[src/rtl/send_uart_pkg.sv]
// ============================================================================
// Module      : send_uart_pkg
// Description : Shared types and constants for the send_uart_tx result
//               printer: formatter state encoding, ASCII constants and the
//               nibble-to-hex helper.
// Options     : SEND_UART_PARITY_EN (consumed by uart_tx_ser)
// Revision    : 1.0 - initial release
// ============================================================================
`default_nettype none

package send_uart_pkg;

    // Formatter states: fetch a byte, present a char, wait for it to go out.
    typedef enum logic [1:0] {
        IDLE = 2'd0,
        LOAD = 2'd1,
        CHAR = 2'd2,
        WAIT = 2'd3
    } state_t;

    localparam logic [7:0] CR    = 8'h0D;
    localparam logic [7:0] LF    = 8'h0A;
    localparam logic [7:0] ZERO  = 8'h30;
    // 'A' (0x41) minus 10, so A_OFS + nibble lands on 'A'..'F'.
    localparam logic [7:0] A_OFS = 8'h37;

    // Two hex digits, CR, LF.
    localparam int CHARS_PER_RESULT = 4;

    // Uppercase ASCII hex digit for one nibble.
    function automatic logic [7:0] hex_ascii(input logic [3:0] nib);
        if (nib < 4'd10) begin
            return ZERO + {4'h0, nib};
        end
        return A_OFS + {4'h0, nib};
    endfunction

endpackage

`default_nettype wire

[src/rtl/send_uart_tx_if.sv]
// ============================================================================
// Module      : send_uart_tx_if
// Description : Result-byte handshake between the calculator core (master)
//               and the UART result printer (slave). A byte transfers on a
//               clock edge where send_vld && send_rdy.
// Options     : none
// Revision    : 1.0 - initial release
// ============================================================================
`default_nettype none

interface send_uart_tx_if;
    logic       send_vld;
    logic [7:0] send_data;
    logic       send_rdy;

    modport master (output send_vld, output send_data, input  send_rdy);
    modport slave  (input  send_vld, input  send_data, output send_rdy);
endinterface

`default_nettype wire

[src/rtl/uart_tx_ser.sv]
// ============================================================================
// Module      : uart_tx_ser
// Description : UART bit serializer. Start bit, 8 data bits LSB first,
//               optional even parity, one stop bit; each bit lasts
//               CLKS_PER_BIT clocks. rdy_o is also high in the very last
//               clock of a stop bit so back-to-back frames have no gap, and
//               done_o fires two clocks before the frame ends so the
//               formatter has time to fetch the next char (even via LOAD).
// Options     : SEND_UART_PARITY_EN - insert even parity bit after d7
// Revision    : 1.0 - initial release
// ============================================================================
`default_nettype none

module uart_tx_ser #(
    parameter int CLKS_PER_BIT = 100
) (
    input  wire logic       clk,
    input  wire logic       rst_n,
    input  wire logic       start_i,
    input  wire logic [7:0] data_i,
    output logic            rdy_o,
    output logic            done_o,
    output logic            busy_o,
    output logic            tx_o
);

`ifdef SEND_UART_PARITY_EN
    localparam int c_frame_bits = 11;
`else
    localparam int c_frame_bits = 10;
`endif
    // Everything after the start bit lives in the shift register.
    localparam int c_shift_w = c_frame_bits - 1;
    localparam int c_cnt_w   = $clog2(CLKS_PER_BIT);
    localparam logic [c_cnt_w-1:0] c_cnt_last = c_cnt_w'(CLKS_PER_BIT - 1);
    localparam logic [c_cnt_w-1:0] c_cnt_done = c_cnt_w'(CLKS_PER_BIT - 3);
    localparam logic [3:0]         c_bit_last = 4'(c_frame_bits - 1);

    logic [c_cnt_w-1:0]   cnt_q;
    logic [3:0]           bit_q;
    logic [c_shift_w-1:0] shift_q;
    logic                 tx_q;
    logic                 active_q;
    logic                 w_bit_end;
    logic                 w_last_bit;
    logic [c_shift_w-1:0] w_frame;

`ifdef SEND_UART_PARITY_EN
    assign w_frame = {1'b1, ^data_i, data_i};
`else
    assign w_frame = {1'b1, data_i};
`endif

    assign w_bit_end  = (cnt_q == c_cnt_last);
    assign w_last_bit = (bit_q == c_bit_last);
    assign rdy_o      = !active_q || (w_last_bit && w_bit_end);
    assign done_o     = active_q && w_last_bit && (cnt_q == c_cnt_done);
    assign busy_o     = active_q;
    assign tx_o       = tx_q;

    // Baud counter and shift register; a start request overrides the tail
    // of the current stop bit so the next start bit follows seamlessly.
    always_ff @(posedge clk) begin
        if (!rst_n) begin
            active_q <= 1'b0;
            tx_q     <= 1'b1;
            cnt_q    <= '0;
            bit_q    <= '0;
            shift_q  <= '0;
        end else if (start_i) begin
            active_q <= 1'b1;
            tx_q     <= 1'b0;
            cnt_q    <= '0;
            bit_q    <= '0;
            shift_q  <= w_frame;
        end else if (active_q) begin
            if (w_bit_end) begin
                cnt_q <= '0;
                if (w_last_bit) begin
                    active_q <= 1'b0;
                    tx_q     <= 1'b1;
                end else begin
                    bit_q   <= bit_q + 4'd1;
                    tx_q    <= shift_q[0];
                    shift_q <= shift_q >> 1;
                end
            end else begin
                cnt_q <= cnt_q + 1'b1;
            end
        end
    end

endmodule

`default_nettype wire

[src/rtl/send_uart_tx.sv]
// ============================================================================
// Module      : send_uart_tx
// Description : Prints each SEND result byte on the UART as "HH\r\n".
//               A FIFO_DEPTH-entry FIFO absorbs back-to-back results; a
//               four-state formatter turns the head byte into four chars
//               and hands them to uart_tx_ser. ovf is a sticky drop flag.
// Options     : SEND_UART_PARITY_EN - even parity bit per char (11-bit frame)
// Revision    : 1.0 - initial release
// ============================================================================
`default_nettype none

module send_uart_tx
    import send_uart_pkg::*;
#(
    parameter int CLK_HZ     = 100_000_000,
    parameter int BAUD       = 1_000_000,
    parameter int FIFO_DEPTH = 4
) (
    input  wire logic     clk,
    input  wire logic     rst_n,
    send_uart_tx_if.slave send_if,
    output logic          tx,
    output logic          busy,
    output logic          ovf
);

    localparam int c_clks_per_bit = CLK_HZ / BAUD;
    localparam int c_ptr_w        = $clog2(FIFO_DEPTH);
    localparam int c_cnt_w        = $clog2(FIFO_DEPTH + 1);
    localparam logic [c_cnt_w-1:0] c_full     = c_cnt_w'(FIFO_DEPTH);
    localparam logic [1:0]         c_idx_last = 2'(CHARS_PER_RESULT - 1);

    logic [7:0]         mem_q [FIFO_DEPTH];
    logic [c_ptr_w-1:0] wr_ptr_q;
    logic [c_ptr_w-1:0] rd_ptr_q;
    logic [c_cnt_w-1:0] count_q;
    logic               ovf_q;
    logic               w_rdy;
    logic               w_push;
    logic               w_pop;
    logic               w_empty;

    state_t             state_q, state_d;
    logic [1:0]         idx_q, idx_d;
    logic [7:0]         hold_q, hold_d;
    logic               w_ser_start;
    logic               w_ser_rdy;
    logic               w_ser_done;
    logic               w_ser_busy;
    logic [7:0]         w_ser_char;

    assign w_rdy            = (count_q != c_full);
    assign w_empty          = (count_q == '0);
    assign w_push           = send_if.send_vld && w_rdy;
    assign w_pop            = (state_q == LOAD);
    assign send_if.send_rdy = w_rdy;
    assign ovf              = ovf_q;
    assign busy             = !w_empty || (state_q != IDLE) || w_ser_busy;

    // FIFO pointers and occupancy; push and pop together keep count steady.
    always_ff @(posedge clk) begin
        if (!rst_n) begin
            wr_ptr_q <= '0;
            rd_ptr_q <= '0;
            count_q  <= '0;
        end else begin
            if (w_push) wr_ptr_q <= wr_ptr_q + 1'b1;
            if (w_pop)  rd_ptr_q <= rd_ptr_q + 1'b1;
            case ({w_push, w_pop})
                2'b10:   count_q <= count_q + 1'b1;
                2'b01:   count_q <= count_q - 1'b1;
                default: count_q <= count_q;
            endcase
        end
    end

    // FIFO storage; stale entries are harmless because count gates reads.
    always_ff @(posedge clk) begin
        if (w_push) mem_q[wr_ptr_q] <= send_if.send_data;
    end

    // Sticky overflow: a valid byte offered while the FIFO is full is lost.
    always_ff @(posedge clk) begin
        if (!rst_n)                         ovf_q <= 1'b0;
        else if (send_if.send_vld && !w_rdy) ovf_q <= 1'b1;
    end

    // Formatter state register.
    always_ff @(posedge clk) begin
        if (!rst_n) begin
            state_q <= IDLE;
            idx_q   <= '0;
            hold_q  <= '0;
        end else begin
            state_q <= state_d;
            idx_q   <= idx_d;
            hold_q  <= hold_d;
        end
    end

    // Formatter next state: CHAR waits for the serializer to accept, WAIT
    // advances on done, and the last char chains straight into LOAD.
    always_comb begin
        state_d     = state_q;
        idx_d       = idx_q;
        hold_d      = hold_q;
        w_ser_start = 1'b0;
        case (state_q)
            IDLE: begin
                if (!w_empty) state_d = LOAD;
            end
            LOAD: begin
                hold_d  = mem_q[rd_ptr_q];
                idx_d   = '0;
                state_d = CHAR;
            end
            CHAR: begin
                if (w_ser_rdy) begin
                    w_ser_start = 1'b1;
                    state_d     = WAIT;
                end
            end
            WAIT: begin
                if (w_ser_done) begin
                    if (idx_q == c_idx_last) begin
                        state_d = w_empty ? IDLE : LOAD;
                    end else begin
                        idx_d   = idx_q + 2'd1;
                        state_d = CHAR;
                    end
                end
            end
            default: state_d = IDLE;
        endcase
    end

    // Char selection for the current position within the result.
    always_comb begin
        w_ser_char = LF;
        case (idx_q)
            2'd0:    w_ser_char = hex_ascii(hold_q[7:4]);
            2'd1:    w_ser_char = hex_ascii(hold_q[3:0]);
            2'd2:    w_ser_char = CR;
            default: w_ser_char = LF;
        endcase
    end

    uart_tx_ser #(
        .CLKS_PER_BIT (c_clks_per_bit)
    ) u_ser (
        .clk     (clk),
        .rst_n   (rst_n),
        .start_i (w_ser_start),
        .data_i  (w_ser_char),
        .rdy_o   (w_ser_rdy),
        .done_o  (w_ser_done),
        .busy_o  (w_ser_busy),
        .tx_o    (tx)
    );

endmodule

`default_nettype wire

[src/flat_wrapper.sv]
// flat-port wrapper written by rule: the top's interface ports become plain ports
module send_uart_tx_flat import send_uart_pkg::*;
#(
    parameter int CLK_HZ     = 100_000_000,
    parameter int BAUD       = 1_000_000,
    parameter int FIFO_DEPTH = 4
)
  (clk, rst_n, tx, busy, ovf, send_if_send_vld, send_if_send_data, send_if_send_rdy);
  send_uart_tx_if send_if_i ();
  input  wire logic clk;
  input  wire logic rst_n;
  output logic tx;
  output logic busy;
  output logic ovf;
  input wire logic [$bits(send_if_i.send_vld)-1:0] send_if_send_vld;
  input wire logic [$bits(send_if_i.send_data)-1:0] send_if_send_data;
  output wire logic [$bits(send_if_i.send_rdy)-1:0] send_if_send_rdy;
  assign send_if_i.send_vld = send_if_send_vld;
  assign send_if_i.send_data = send_if_send_data;
  assign send_if_send_rdy = send_if_i.send_rdy;
  send_uart_tx #(.CLK_HZ(CLK_HZ), .BAUD(BAUD), .FIFO_DEPTH(FIFO_DEPTH)) u_core (.clk(clk), .rst_n(rst_n), .send_if(send_if_i), .tx(tx), .busy(busy), .ovf(ovf));
endmodule
[config.mk]
export PLATFORM = sky130hd
export DESIGN_NAME = send_uart_tx_flat
export DESIGN_NICKNAME = d
export VERILOG_FILES = /design/src/rtl/send_uart_pkg.sv /design/src/rtl/send_uart_tx_if.sv /design/src/rtl/uart_tx_ser.sv /design/src/rtl/send_uart_tx.sv /design/src/flat_wrapper.sv
export SDC_FILE = /design/constraint.sdc
export NUM_CORES = 1
export LEC_CHECK = 0
export ABC_AREA = 1
export CAP_MARGIN = 20
export CORE_AREA = 2 2 99 101
export DETAILED_ROUTE_END_ITERATION = 7
export DIE_AREA = 0 0 101 103
export SLEW_MARGIN = 40
export SYNTH_ARGS = -nofsm -noshare
export SYNTH_HDL_FRONTEND = slang
export SYNTH_SLANG_ARGS = --single-unit
[constraint.sdc]
create_clock -name clk -period 3.3 [get_ports clk]
set_clock_uncertainty 0.1 [all_clocks]
set_input_delay 0.66 -clock clk [delete_from_list [all_inputs] [get_ports clk]]
set_output_delay 0.66 -clock clk [all_outputs]
set_load 0.01 [all_outputs]
# --- After elaboration in Yosys (flattened, before gate mapping) ---
# Memories as Yosys holds them, arrays and structs flattened. A register that Yosys moved wholly into a read port is not among the register bits.
# Cells that the tools add are included.
word_totals:
  regBits: 34
  ram_bits: 32
  out_inout_bits: 4
  n_memories: 1
memory_table:
  columns: ["name", "words", "width", "read_ports", "rd_clocked_by_memory_dff", "wr", "line", "rtl"]
  rows:
  - ["u_core.mem_q", 4, 8, 1, 1, 1, "send_uart_tx.sv:33", "logic [7:0] mem_q [FIFO_DEPTH];"]
classes:
  n_addsub: 11
  magnitude_cmp: 2
  eq_ne: 17
  mux: 36
  bitwise: 2
  reduce_logical: 26
ops:
  columns: ["operator", "n"]
  rows:
  - ["$mux W9", 4]
  - ["$mux W8", 4]
  - ["$add A6 B4 Y7 const A", 4]
  - ["$pmux W8 S3", 1]
  - ["$mux W1", 17]
  - ["$eq A7 B7 Y1 const B", 2]
  - ["$mux W2", 6]
  - ["$reduce_and A3 Y1", 4]
  - ["$eq A2 B2 Y1 const B", 5]
  - ["$ne A2 B2 Y1 const B", 5]
  - ["$reduce_bool A2 Y1", 5]
  - ["$lt A4 B4 Y1 const B", 2]
  - ["$pmux W2 S4", 1]
  - ["$add A7 B1 Y7 const B", 1]
  - ["$mux W7", 1]
  - ["$add A2 B1 Y2 const B", 3]
  - ["$eq A2 B1 Y1 const B", 3]
  - ["$pmux W3 S2", 1]
  - ["$logic_and A1 B1 Y1", 5]
  - ["$add A4 B1 Y4 const B", 1]
  - ["$eq A4 B4 Y1 const B", 1]
  - ["$logic_not A1 Y1", 4]
  - ["$logic_not A2 Y1", 2]
  - ["$pmux W2 S2", 1]
  - ["other kinds (8)", 11]

# --- Depth between registers and ports, before layout ---
# Gate-level depths: netlist of run 1.
logic_depth:
  word_depth: 7
  mapped_depth: 13
  ltp_nobuf: 12

# --- Modules after synthesis ---
# Synthesis of run 1 repeated with hierarchy kept, for this count alone.
unflattened:
  cells_unflattened: 438
  hier_area_um2: 3688.5
modules_own_cells:
  columns: ["mod", "n_inst", "cells_per_inst", "area_per_inst_um2", "seq_area_each_um2"]
  rows:
  - ["send_uart_tx", 1, 284, 2506.2, 1361.3]
  - ["uart_tx_ser", 1, 154, 1182.4, 440.4]

# --- Least setup slack after synthesis of run 1 ---
# No wires, ideal clock.
synth_path:
  path_kind: "in2reg"
  from: "input send_if_send_vld"
  to: "register u_core.count_q[2]"
  setup_time_ns: 0.122
  arrival_ns: 1.890
  t_required_ns: 3.078
  setup_slack_ns: 1.187
  path_stages: 8
  n_path_buf: 0
  path_cell_list: "nand2_1 > ha_1 > inv_1 > fa_1 > a21oi_1 > o21ai_0 > o21ai_0 > a21oi_1"
synth_via:
  elab_chain_cells: 3
  elab_cells_between_ends: 5
  cone_classes: "eq/ne (2); mux (1); reduce/logical (2)"
synth_rtl:
  columns: ["item", "line", "rtl"]
  rows:
  - ["start, declared", "flat_wrapper.sv:15", "input wire logic [$bits(send_if_i.send_vld)-1:0] send_if_send_vld;"]
  - ["$logic_and A1 B1 Y1 *", "send_uart_tx.sv:54", "assign w_push = send_if.send_vld && w_rdy;"]
  - ["$eq A2 B1 Y1 or $eq A2 B2 Y1 (tied branches)", "send_uart_tx.sv:69", "case ({w_push, w_pop})"]
  - ["$pmux W3 S2 or $reduce_bool A2 Y1 (tied branches)", null, null]
  - ["end signal, assigned", "send_uart_tx.sv:70", "2'b10: count_q <= count_q + 1'b1;"]
  - ["end signal, assigned", "send_uart_tx.sv:71", "2'b01: count_q <= count_q - 1'b1;"]
  - ["end signal, assigned", "send_uart_tx.sv:72", "default: count_q <= count_q;"]
  - ["end, declared", "send_uart_tx.sv:36", "logic [c_cnt_w-1:0] count_q;"]
# Mark *: on every way between the ends. The rest lies on a longest branch, timed or not.
# A chain may end at the register's enable or synchronous reset.

# --- Final worst setup path of run 1 ---
layout_path:
  from: "register u_core.u_ser.active_q, in the netlist u_core.u_ser.busy_o"
  to: "output busy"
layout_via:
  elab_chain_cells: 1
layout_rtl:
  columns: ["item", "line", "rtl"]
  rows:
  - ["start, declared", "uart_tx_ser.sv:43", "logic active_q;"]
  - ["start signal, assigned", "uart_tx_ser.sv:65", "active_q <= 1'b0;"]
  - ["start signal, assigned", "uart_tx_ser.sv:71", "active_q <= 1'b1;"]
  - ["start signal, assigned", "uart_tx_ser.sv:80", "active_q <= 1'b0;"]
  - ["$logic_or A1 B1 Y1", "send_uart_tx.sv:58", "assign busy = !w_empty || (state_q != IDLE) || w_ser_busy;"]
  - ["end, declared", "flat_wrapper.sv:13", "output logic busy;"]
# No other way between the ends.

==> results of run 1 <==
-- Yosys cell counts --
master | n | area share [%]
xor2_1 | 5 | 1.2
inv_2 | 3 | 0.31
o21ai_1 | 1 | 0.14
nand3_2 | 1 | 0.28
nand4_1 | 2 | 0.35
nor2_2 | 3 | 0.52
dfxtp_1 | 42 | 23
a21oi_1 | 37 | 5.1
nand2_2 | 4 | 0.69
nor3_2 | 1 | 0.28
nor2_1 | 61 | 6.3
inv_1 | 54 | 5.6
ha_1 | 16 | 5.5
o211ai_1 | 1 | 0.21
a211oi_1 | 1 | 0.21
nand2_1 | 81 | 8.4
o21ai_0 | 33 | 4.6
nor3b_1 | 1 | 0.21
buf_6 | 1 | 0.31
nor3_1 | 5 | 0.69
or2_2 | 2 | 0.35
buf_4 | 2 | 0.41
nor2_4 | 2 | 0.62
a31oi_1 | 1 | 0.17
o22ai_1 | 8 | 1.4
clkbuf_1 | 3 | 0.31
nand3_1 | 20 | 2.8
and2_4 | 1 | 0.24
o21ai_4 | 1 | 0.45
edfxtp_1 | 32 | 27
nand2_4 | 3 | 0.93
clkinv_1 | 2 | 0.21
fa_1 | 1 | 0.55
nand3b_1 | 2 | 0.41
buf_2 | 4 | 0.55
-- flip-flops by register name, summed over array words and instances (netlist names) --
register,cells
u_core.u_ser.bit_q,4
u_core.u_ser.tx_o,1
u_core.wr_ptr_q,2
u_core.hold_q,8
u_core.ovf,1
u_core.state_q,2
u_core.count_q,3
u_core.u_ser.busy_o,1
u_core.mem_q,32
u_core.idx_q,2
u_core.u_ser.cnt_q,7
u_core.rd_ptr_q,2
u_core.u_ser.shift_q,9
-- layer usage --
metal  vias to the layer above  part of all wire [%]  routed length [um]
met2                        28                    48                3140
li1                       1461                     -                   -
met3                         8                   3.1                 201
met4                         0                   1.4                  89
met5                         -                     0                   0
met1                      1236                    48                3150
-- worst paths after layout --
kind                                                        to  slack, ns  cells past startpoint
worst max register to register  u_core.count_q[2]$_SDFFE_PN0P_       1.09                     10
worst max-delay path                                      busy       0.72                      3
worst min register to register         u_core.ovf$_SDFFE_PN0P_       0.35                      2
worst min-delay path                   u_core.ovf$_SDFFE_PN0P_       0.35                      2
-- critical path: cells and delay by family, from the launching register on --
| kind | cells | cell delay [ns] |
|---|---|---|
| buf+inv | 2 | 0.75 |
| flops | 1 | 0.62 |
| simple gates | 1 | 0.12 |
-- logic make-up after synthesis --
logic type,share of synthesized area (%)
compound gates,12.2
xor+xnor,1.21
fa+ha+maj,6.08
buf+inv,7.70
flops,49.7
simple gates,23.0
-- power breakdown --
part / internal, mW / switching (mW)
combinational: 0.368 / 0.620
sequential: 1.12 / 0.138
clock: 0.362 / 0.372
-- cell type report --
type                    count  area (um^2)  share of cell area (%)
multi-input cells         294         1540                    37.7
repair buffers             18          170                    4.17
inverters                  59          221                    5.42
flip-flops and latches     74         1800                    44.1
clock buffers               9          124                    3.03
well taps                 114          143                    3.49
clock inverters             7         82.6                    2.02
==> qor.csv, run 1 <==
metric;value;unit
status;finished, final reports clean;
Final min period;2.58;ns
grt ovf;0;
register area share after synthesis;49.7;%
Pwr Density;731;mW/mm^2
Hold WS;0.354;ns
setup repair after global routing missed its margin;no;
Syn Inst Count;437;
Total Power;2.98;mW
First DRT Iteration DRCs;72;
Crit. End Element;output port;
Worst path max stage delay;0.62;ns
synth unique cells;35;
Final ANT Viol Nets;0;
Worst-Skew Late Latency;0.35;ns
dpl hpwl;4590;um
Rows;36;
placed inst area;0.00388;mm^2
die area;0.0104;mm^2
Yosys warnings;0;
post-layout net count;484;
layout cells sized above 1;8.89;%
crit path cell chain;inv_1 -> nand2_1 -> clkdlybuf4s50_1;
CTS Buffer Depth;2;
WL final;6590;um
count of non-filler cells in the finished layout;575;
gr usage total;13.6;%
worst setup margin;0.715;ns
syn_nets;465;
reg-to-reg startpoint;u_core.count_q[0]$_SDFFE_PN0P_;
IO Pins;15;
mapped cell area;0.00362;mm^2
drt pass-1 iters;4;
vias in the first global route;2556;
CTS tree;built;
Placed Instances;559;
core area;0.00946;mm^2
antenna violations before repair;0;
CP Class;flop to output port;
final hold violations;0;
Syn-to-layout area delta;12.7;%
Achievable Freq;387;MHz
Syn Area/Cell;8.29;um^2
Slew @ Worst Pin;0.743;ns
Fin Setup TNS;0;ns
Relative slew margins;50.3;%
post-CTS setup buffer count;0;
post-CTS resize count;0;
Die Ht;103;um
arrival time at the worst endpoint;1.82;ns
Leak Pwr;1.64;nW
Clk pin slew, worst setup/hold paths;0.08;ns
dpl ws;0.561;ns
gpl congestion;0.795;
HP Start;u_core.ovf$_SDFFE_PN0P_;
met3 global-route usage;3.46;%
min-delay worst type;flop to flop;
total number of vias;2733;
Final Core Density;43.2;%
# diodes;0;
pins over their slew limit;0;
# clock sinks;74;
Max-Cap Viols;0;
Fillers;937;
Worst EP required;2.54;ns
die width;101;um
most common cell after layout, fill and taps aside;nand2_1;
GR Util met2;24.3;%
Post-CTS Hold Fix Bufs;0;
CP Max Fanout;11;
root buf cell;clkbuf_8;
number of synthesized register bits;74;
GRT met1 Usage;16.0;%
htree depth;3;
wire per inst;11.5;um
cts bufs inserted;9;
Startpoint Class;flop;
Remaining DRCs;0;
GRT busiest layer;met2;
Design Area, Final;0.00408;mm^2
pin count of the biggest net entering global routing;19;
Final setup violation count;0;
Starting Density;38.3;%
DR vias/cell;4.75;
VDD IR max;0.368;mV
CP max-delay cell;dfxtp_1;
worst setup path startpoint;u_core.u_ser.busy_o$_SDFF_PN0_;
first-pass GRT wire length;11200;um
PortBufs;14;
Period Utilization, post-route;78.3;%
most frequent cells in the layout;81 x nand2_1, 61 x nor2_1, 54 x inv_1;
Note: power is estimated with default switching activity, not from simulation.
==> run 2, diff against run 1 <==
==> constraint.sdc (replaced) <==
create_clock -name clk -period 2.13 [get_ports clk]
set_clock_uncertainty 0.1 [all_clocks]
set_input_delay 0.426 -clock clk [delete_from_list [all_inputs] [get_ports clk]]
set_output_delay 0.426 -clock clk [all_outputs]
set_load 0.01 [all_outputs]
==> run 2 against run 1 <==
Effect of this change:
- design area is 1.3% higher
- clock-buffer cell count stayed put
- setup slack worse by 0.53 ns
- non-clock buffer count is 9 higher
- routed wire length is 1.6% lower
- sequential cell count stayed put
- critical path type unchanged
- clock power is 42% higher
- global-route usage is 0.28 points higher
- sequential share of layout area is 0.52 points lower
- worst hold slack hardly changed
- sequential power is 51% higher
- critical endpoint is now send_if_send_rdy
==> qor.csv, run 2 (synthesized netlist as in run 1, its figures left out) <==
metric;value;unit;change
Max-Cap Viols;0;;unchanged
Final Core Density;43.7;%;+0.54 points
drt pass-1 iters;4;;unchanged
Design Area, Final;0.00414;mm^2;+1.3%
arrival time at the worst endpoint;1.42;ns;-0.40 ns
Placed Instances;568;;+1.6%
first-pass GRT wire length;11500;um;+3.4%
Final min period;1.95;ns;
Clk pin slew, worst setup/hold paths;0.08;ns;about the same
DR vias/cell;4.74;;-0.17%
switching power total;1.76;mW;+56%
sequential power share;41.7;%;-0.6 points
final hold violations;0;;unchanged
gpl congestion;0.806;;+1.3%
min-delay worst type;flop to flop;;
dpl hpwl;4720;um;+2.7%
Worst path max stage delay;0.54;ns;-0.08 ns
worst hold path depth;2;;unchanged
Starting Density;38.3;%;unchanged
storage element area;0.00180;mm^2;about the same
Hold WS;0.355;ns;+0.000390 ns
Leak Pwr;1.68;nW;+2.7%
die area;0.0104;mm^2;unchanged
Pwr Density;1100;mW/mm^2;+51%
IO Pins;15;;unchanged
Syn-to-layout area delta;14.2;%;
post-CTS setup buffer count;0;;unchanged
gr usage total;13.9;%;+0.28 points
Top reg by flops;u_core.mem_q;;
die width;101;um;unchanged
Final ANT Viol Nets;0;;unchanged
count of non-filler cells in the finished layout;584;;+1.6%
Period Utilization, post-route;91.5;%;
Final setup violation count;0;;unchanged
VDD IR max;0.584;mV;+59%
layout cells sized above 1;10.9;%;+2.0 points
Worst-Skew Late Latency;0.35;ns;about the same
Worst Reg-to-Reg Cells;10;;unchanged
Comb pwr share;35.4;%;+2.3 points
CTS Buffer Depth;2;;unchanged
Largest register FFs;32;;unchanged
htree depth;3;;unchanged
setup repair after global routing missed its margin;no;;
post-layout net count;493;;+1.9%
root buf cell;clkbuf_8;;
First DRT Iteration DRCs;127;;+76%
Achievable Freq;513;MHz;
Remaining DRCs;0;;unchanged
clock share of power;22.9;%;-1.7 points
Worst EP required;1.60;ns;-0.94 ns
crit path cell chain;inv_1 -> nand3_1 -> clkdlybuf4s50_1;;
CP Class;flop to output port;;
Relative slew margins;69.3;%;+19 points
PortBufs;14;;unchanged
CP max-delay cell;clkdlybuf4s50_1;;
Rows;36;;unchanged
CP Max Fanout;4;;-7
wire per inst;11.1;um;-3.2%
# diodes;0;;unchanged
grt ovf;0;;unchanged
sw frac;38.5;%;+0.64 points
Crit. End Element;output port;;
post-CTS resize count;1;;+1
Slew @ Worst Pin;0.461;ns;-0.282 ns
multi-input combinational cell area;0.00154;mm^2;unchanged
Internal Power;2.81;mW;+51%
pins over their slew limit;0;;unchanged
core area;0.00946;mm^2;unchanged
status;finished, final reports clean;;
total number of vias;2771;;+1.4%
vias in the first global route;2650;;+3.7%
WL final;6480;um;-1.6%
placed inst area;0.00395;mm^2;+1.7%
Fillers;939;;+0.21%
Startpoint Class;flop;;
Post-CTS Hold Fix Bufs;0;;unchanged
biggest regs;u_core.mem_q x32, u_core.u_ser.shift_q x9, u_core.hold_q x8;;
Fin Setup TNS;0;ns;unchanged
antenna violations before repair;0;;unchanged
Die Ht;103;um;unchanged
# clock sinks;74;;unchanged
most common cell after layout, fill and taps aside;nand2_1;;
most frequent cells in the layout;81 x nand2_1, 61 x nor2_1, 54 x inv_1;;
pin count of the biggest net entering global routing;19;;unchanged
cts bufs inserted;9;;unchanged
CTS tree;built;;
-- run 2: final timing paths --
path / startpoint / to / slack, ns
max: u_core.count_q[1]$_SDFFE_PN0P_ / send_if_send_rdy / 0.18
min: u_core.ovf$_SDFFE_PN0P_ / u_core.ovf$_SDFFE_PN0P_ / 0.35
max reg2reg: u_core.count_q[1]$_SDFFE_PN0P_ / u_core.count_q[2]$_SDFFE_PN0P_ / 0.19
min reg2reg: u_core.ovf$_SDFFE_PN0P_ / u_core.ovf$_SDFFE_PN0P_ / 0.35
-- run 2: critical path: cells and delay by family (launching register included) --
kind | cells | cell delay, ns
buffers and inverters | 2 | 0.63
flip-flops | 1 | 0.35
AND/OR/NAND/NOR | 1 | 0.11
-- run 2: area by class of cell --
| cell class | instances | share of cell area (%) |
|---|---|---|
| timing repair buffer | 27 | 5.72 |
| sequential | 74 | 43.6 |
| clock buffer | 9 | 3.00 |
| clock inverter | 7 | 1.60 |
| multi-input combinational | 294 | 37.3 |
| inverter | 59 | 5.36 |
| tap | 114 | 3.45 |
-- run 2: stage by stage --
stage                     setup slack, ns  power, mW
after floorplan                    0.0649       3.16
final                               0.182       4.56
after global routing               0.0128       4.98
after detailed placement           -0.155       3.57
after global placement             -0.111       3.53
after CTS                           0.145       4.62
-- run 2: power by group through the flow --
stage / combinational, mW / sequential, mW / clock (mW)
after CTS: 1.63 / 1.90 / 1.09
after global placement: 1.61 / 1.93 / 0
final: 1.62 / 1.90 / 1.04
after detailed placement: 1.64 / 1.93 / 0
after global routing: 1.90 / 1.94 / 1.14
after floorplan: 1.26 / 1.90 / 0
-- run 2: layer usage --
layer	GRT usage, %	up-vias	share of wire, %
li1	-	1478	-
met1	16.0	1260	47
met2	25.0	25	49
met3	3.32	8	2.3
met4	5.51	0	1.6
met5	0	-	0
